===== config.mk =====
export PLATFORM = sky130hd
export DESIGN_NAME = demux_iact
export DESIGN_NICKNAME = d
export VERILOG_FILES = /design/src/rtl/demux_iact.sv
export SDC_FILE = /design/constraint.sdc
export NUM_CORES = 1
export LEC_CHECK = 0
export ABC_AREA = 1
export CELL_PAD_IN_SITES_DETAIL_PLACEMENT = 1
export CELL_PAD_IN_SITES_GLOBAL_PLACEMENT = 1
export CORE_MARGIN = 5
export CORE_UTILIZATION = 36
export CTS_CLUSTER_DIAMETER = 200
export DETAILED_ROUTE_END_ITERATION = 8
export GPL_TIMING_DRIVEN = 0
export PLACE_DENSITY_LB_ADDON = 0.1
export SYNTH_ARGS = -nofsm -noshare
export SYNTH_HDL_FRONTEND = slang
export SYNTH_SLANG_ARGS = --single-unit
export TNS_END_PERCENT = 100

===== constraint.sdc =====
create_clock -name clk_i -period 3.9 [get_ports clk_i]
set_clock_uncertainty 0.15 [all_clocks]
set_input_delay 0.78 -clock clk_i [delete_from_list [all_inputs] [get_ports clk_i]]
set_output_delay 0.78 -clock clk_i [all_outputs]
set_load 0.1 [all_outputs]

===== src/rtl/demux_iact.sv =====
// demux_iact: distributes one iact stream round-robin, in bursts, to
// O_COUNT channels, each with a one-entry output register.
module demux_iact #(
  parameter int WIDTH     = 20,
  parameter int O_COUNT   = 3,
  parameter int BURST_LEN = 4
) (
  input  logic                       clk_i,
  input  logic                       rst_i,
  input  logic                       start_i,
  input  logic [$clog2(O_COUNT)-1:0] start_sel_i,
  input  logic [WIDTH-1:0]           a_i,
  input  logic                       b_i,
  output logic                       c_o,
  output logic [WIDTH-1:0]           a_o [O_COUNT],
  output logic                       b_o [O_COUNT],
  input  logic                       c_i [O_COUNT],
  output logic                       busy_o,
  output logic                       done_o
);

  localparam int SW = $clog2(O_COUNT);
  localparam int CW = (BURST_LEN > 1) ? $clog2(BURST_LEN) : 1;
  localparam logic [SW-1:0] LAST_CH = SW'(O_COUNT - 1);
  localparam logic [CW-1:0] LAST_W  = CW'(BURST_LEN - 1);

  typedef enum logic [1:0] {
    IDLE,
    RUN,
    FLUSH
  } state_t;

  state_t             state_q;
  logic [SW-1:0]      dest_q;
  logic [SW-1:0]      burst_q;
  logic [CW-1:0]      word_q;
  logic               done_q;
  logic [WIDTH-1:0]   data_q [O_COUNT];
  logic [WIDTH-1:0]   data_d [O_COUNT];
  logic [O_COUNT-1:0] vld_q;
  logic [O_COUNT-1:0] vld_d;
  logic [O_COUNT-1:0] load;
  logic               stall;
  logic               accept;

  // Only the current destination can back-pressure upstream.
  always_comb begin
    stall  = (state_q != RUN) | (vld_q[dest_q] & c_i[dest_q]);
    accept = b_i & ~stall;
  end

  always_comb begin
    load   = '0;
    vld_d  = vld_q;
    data_d = data_q;
    for (int k = 0; k < O_COUNT; k++) begin
      load[k] = accept && (dest_q == SW'(k))
                && (!vld_q[k] || !c_i[k]);
      data_d[k] = load[k] ? a_i : data_q[k];
      vld_d[k]  = load[k] | (vld_q[k] & c_i[k]);
    end
  end

  always_ff @(posedge clk_i or posedge rst_i) begin
    if (rst_i) begin
      vld_q <= '0;
      for (int k = 0; k < O_COUNT; k++)
        data_q[k] <= '0;
    end else begin
      vld_q <= vld_d;
      for (int k = 0; k < O_COUNT; k++)
        data_q[k] <= data_d[k];
    end
  end

  always_ff @(posedge clk_i or posedge rst_i) begin
    if (rst_i) begin
      state_q <= IDLE;
      dest_q  <= '0;
      word_q  <= '0;
      burst_q <= '0;
      done_q  <= 1'b0;
    end else begin
      done_q <= 1'b0;
      case (state_q)
        IDLE: begin
          if (start_i) begin
            state_q <= RUN;
            dest_q  <= (start_sel_i > LAST_CH) ? '0 : start_sel_i;
            word_q  <= '0;
            burst_q <= '0;
          end
        end
        RUN: begin
          if (accept) begin
            word_q <= word_q + 1'b1;
            if (word_q == LAST_W) begin
              word_q  <= '0;
              dest_q  <= (dest_q == LAST_CH) ? '0 : dest_q + 1'b1;
              burst_q <= burst_q + 1'b1;
              if (burst_q == LAST_CH)
                state_q <= FLUSH;
            end
          end
        end
        FLUSH: begin
          if (vld_q == '0) begin
            state_q <= IDLE;
            done_q  <= 1'b1;
          end
        end
        default: state_q <= IDLE;
      endcase
    end
  end

  always_comb begin
    c_o    = stall;
    busy_o = (state_q != IDLE);
    done_o = done_q;
    for (int k = 0; k < O_COUNT; k++) begin
      a_o[k] = data_q[k];
      b_o[k] = vld_q[k];
    end
  end

endmodule

; After elaboration in Yosys (flattened, before gate mapping)
; Cells that the tools add are included.
[op_classes]
n_mux = 26
n_reduce_logical = 23
bitwise_logic = 11
n_eq_ne = 12
n_lt_le_gt_ge = 3
mul = 0
add_sub_neg = 3
div_mod_pow = 0
shift = 0
[op_table]
columns = operator, count
row1 = $mux 2, 15
row2 = $pmux 2 s2, 3
row3 = $ne 2x2->1 const B, 5
row4 = $eq 2x2->1 const B, 4
row5 = $add 2x1->2 const B, 3
row6 = $logic_and 1x1->1, 6
row7 = $logic_not 1->1, 6
row8 = $pmux 2 s3, 1
row9 = $and 1x1->1, 5
row10 = $mux 1, 5
row11 = $reduce_and 5->1, 1
row12 = $bmux 1 s2, 2
row13 = $eq 2x1->1 const B, 2
row14 = $logic_not 2->1, 2
row15 = $or 1x1->1, 4
row16 = $reduce_and 4->1, 1
row17 = $reduce_bool 2->1, 2
row18 = $ge 3x3->1 const B, 1
row19 = $logic_not 3->1, 1
row20 = $logic_or 1x1->1, 3
row21 = $lt 2x3->1 const B, 1
row22 = $not 2->3, 1
row23 = $reduce_and 3->1, 1
row24 = $gt 2x2->1 const B, 1
row25 = 2 further kinds, 2
[word_totals]
inputBits = 29
mem_bits_rw = 0
latchBits = 0
register_bits = 72
romBits = 0
memories = 0
output_inout_bits = 66
wordCells = 87

; Longest topological paths before layout
; Gate-level depths: netlist of run 1.
[logic_depth]
ltp_word = 11
depth_mapped = 11

; Worst setup path before layout of run 1
; Ideal clock, no wire load.
[synth_path]
kind = register to output
from = reg vld_q[2]
to = out c_o
path_stages_with_launch = 5
t_required_ps = 2970
setup_slack_ps = 1059
arrival_ps = 1911
path_buffers = 0
cell_sequence = dfrtp_1 > nand3_1 > nand3_1 > nand2_1 > nand2_1
[synth_via]
elab_chain_cells = 4
[synth_rtl]
columns = element, line
row1 = from (decl), 40  ; logic [O_COUNT-1:0] vld_q;
row2 = from (signal assigned), 70  ; vld_q <= vld_d;
row3 = $bmux 1 s2, 48  ; stall = (state_q != RUN) | (vld_q[dest_q] & c_i[dest_q]);
row4 = $mux 1 (implied by the code), 48
row5 = $and 1x1->1, 48
row6 = $or 1x1->1, 48
row7 = to (decl), 14  ; output logic c_o,
; Every way passes these cells. The select of a mux whose other input is x is not followed.

; Worst setup path in the final report of run 1
[layout_path]
from = in c_i[0] (netlist bit)
to = out c_o
[layout_via]
elab_chain_cells = 5
[layout_rtl]
columns = element, line
row1 = from (decl), 17  ; input logic c_i [O_COUNT],
row2 = $bmux 1 s2, 48
row3 = $mux 1 (implied by the code) (2 in series), 48
row4 = $and 1x1->1, 48
row5 = $or 1x1->1, 48
; Every way passes these cells. The select of a mux whose other input is x is not followed.

==> results.toml, run 1 <==
[clock_tree]
ctsRootBufferMaster = "clkbuf_8"
numCtsBuffers = 9
cts_tree = "done"
ctsResizeCount = 0
postCtsSetupBuffers = 0
cts_hold_buffers = 0
clockBufferDepth = 2
clk_pin_slew_ps = 70
cts_num_sinks = 72
worstSkewPairLatency_ps = 340
cts_max_level = 3

[timing]
finalWorstPathRequiredPeriod_ps = 3650
max_freq_mhz = 274
hold_viol = 0
tightest_slew_ps = 1020
setup_violations = 0
max_slew_margin_pct = 31.5
finalMaxSlewViolations = 0
layout_setup_ws_ps = 246
fin_crit_sh_pct = 93.7
rsz0062_at_grt = "false"

[setup_path]
cpLargestDelayFamily = "buffers and inverters"
ff2ff_setup_slack_ps = 1890
worstPathCellList = "clkdlybuf4s50_1 -> nand3_1 -> nand3_1 -> nand2_1 -> nand2_1 -> clkdlybuf4s50_1"
worstPathRequired_ps = 2970
path_buf_inv = 2
slowest_stage = "clkdlybuf4s50_1"
crit_arrival_ps = 2720
crit_path_end_kind = "output pin"
cp.depth = 6
r2r-start = "state_q[1]$_DFFE_PP0P_"
reg2reg_depth = 10
worstReg2RegEnd = "a_o[49]$_DFFE_PP0P_"
criticalPathCategory = "input port to output pin"
crit_fanout = 2
slowest_delay_ps = 1130
start_kind = "input port"

[routing]
avgRoutedWirePerCell_um = 15.4
antenna_left = 0
drc = 0
vias_per_cell = 4.70
dr.pass1.iters = 4
wirelength_um = 8730
drt_first_iter_violations = 54
vias = 2671

[die]
die_area_um2 = 10100
start_util_pct = 36.3
core_area_um2 = 8090
fp.dieH_um = 100
io_pins = 95
fp.dieW_um = 100
core.rowCount = 33

[synth]
synth_top_area_cell = "dfrtp_1"
yosysUniqueCellTypes = 16
syn-num-nets = 383
netlist_instances = 352
synth_area_per_cell_um2 = 8.35
synth_top_family_by_area = "simple AND/OR/NAND/NOR gates"
synth.area.mux_share_pct = 0
yosysWarnings = 0
synth_xor_xnor_area_share_pct = 0
ys_seq_elements = 72
synth_fa_ha_area_share_pct = 0.852
synth.area.top_cells = "dfrtp_1, nand2_1, nand3_1"
synth-compound-area-share_pct = 0.767
syn_area_um2 = 2940
synth-simple-area-share_pct = 32.8
ys_seq_area_share_pct = 61.3
synth_top_area_share_pct = 61.3

[finish]
final_cell_mix = "nand2_1, clkdlybuf4s50_1, dfrtp_1"
n_antenna_cell = 0
fin_area_um2 = 4270
layout_commonest_cell = "nand2_1"
area_growth_pct = 45.4
nFillCells = 976
drive_gt1_share_pct = 7.13
final_core_util_pct = 52.8
fin_nets = 489
multi_input_area_um2 = 1010
regArea_um2 = 1800

[placed_design]
gp_congestion = 0.752
placed_cell_area_um2 = 4030
post-dp-hpwl_um = 6300
numPortBuffers = 94
dp_slack_ps = 229

[grt]
grt_start_max_net_pins = 42
antenna_found_initial = 0
track_usage_pct = 18.6
overflow = 0
grt_pass1_wl_um = 14500
grt_pass1_vias = 2936

[hold_path]
hold_class = "flop to flop"
hold_path.startpoint = "a_o[35]$_DFFE_PP0P_"
min_to = "a_o[35]$_DFFE_PP0P_"
holdPathStages = 2

[outcome]
outcome = "finished, final reports clean"

[run]
maxCapViolations = 0
## worst max path at each step
stage / slack (ps) / end / startpoint
2_1_floorplan: 1060 / c_o / vld_q[2]$_DFF_PP0_
3_3_place_gp: -180 / a_o[0]$_DFFE_PP0P_ / rst_i
3_5_place_dp: 230 / c_o / c_i[0]
4_1_cts: 220 / c_o / c_i[0]
5_1_grt: 190 / c_o / c_i[1]
6_report: 250 / c_o / c_i[0]
## worst register-to-register path, stage by stage, from the launching register on
cell and delay [ps]:
dfrtp_1 420, inv_1 90, nand2_1 130, inv_1 250, nand3_2 170, inv_1 150, nand2_1 130, inv_1 110
buf_4 190, nand2_1 80, nand2_1 60
## registers in the layout (all words and copies together), names as in the netlist
signal and count:
a_o 60, vld_q 3, burst_q 2, dest_q 2, state_q 2, word_q 2, done_o 1
## cell type report
type                            instances  area share, %
Sequential cell                        72           42.2
Tap cell                              105           3.08
Clock buffer                           12           3.87
Buffer                                 13           1.61
Timing Repair Buffer                   95           22.5
Multi-Input combinational cell        252           23.7
Clock inverter                          4           1.73
Inverter                               15           1.38
## kinds of logic (layout without fill, tap and decap cells)
kind of cell / count (synthesis) / count (layout)
buffers and inverters: 28 / 139
adder cells (fa/ha/maj): 2 / 2
AND/OR/NAND/NOR: 246 / 246
AO/OA/AOI/OAI: 4 / 4
flip-flops: 72 / 72
## stage by stage
stage | cells | hold WS [ps] | setup TNS, ps
2_1_floorplan | 352 | 296 | 0
3_3_place_gp | 551 | 302 | -12850
3_5_place_dp | 552 | 310 | 0
4_1_cts | 568 | 328 | 0
5_1_grt | 568 | 358 | 0
6_report | 568 | 325 | 0
## cell usage after synthesis, drive strengths merged
master and count:
buf 12, clkbuf 1, dfrtp 72, ha 2
inv 15, nand2 215, nand3 12, nand4 6
nor2 10, nor3 2, o21ai 3, o31ai 1
or2 1
## layer usage
layer | share of wire, % | GRT usage (%) | routed length (um) | vias up
met5 | 0 | 0 | 0 | -
met2 | 50 | 32.1 | 4330 | 66
met1 | 42 | 21.8 | 3670 | 1307
li1 | - | - | - | 1284
met3 | 6.2 | 5.21 | 544 | 14
met4 | 2.2 | 7.56 | 189 | 0
Power of run 1 is left out: the tool's default activity adds up to more than one toggle a clock period on the data nets, which glitch-free logic cannot reach.
==> run 2: changes to the inputs <==
- SLEW_MARGIN: not set -> 20
==> results of run 2 <==
The final DEF is identical to that of run 1; final timing and power are the same.
Power of run 2 is left out for the same reason.
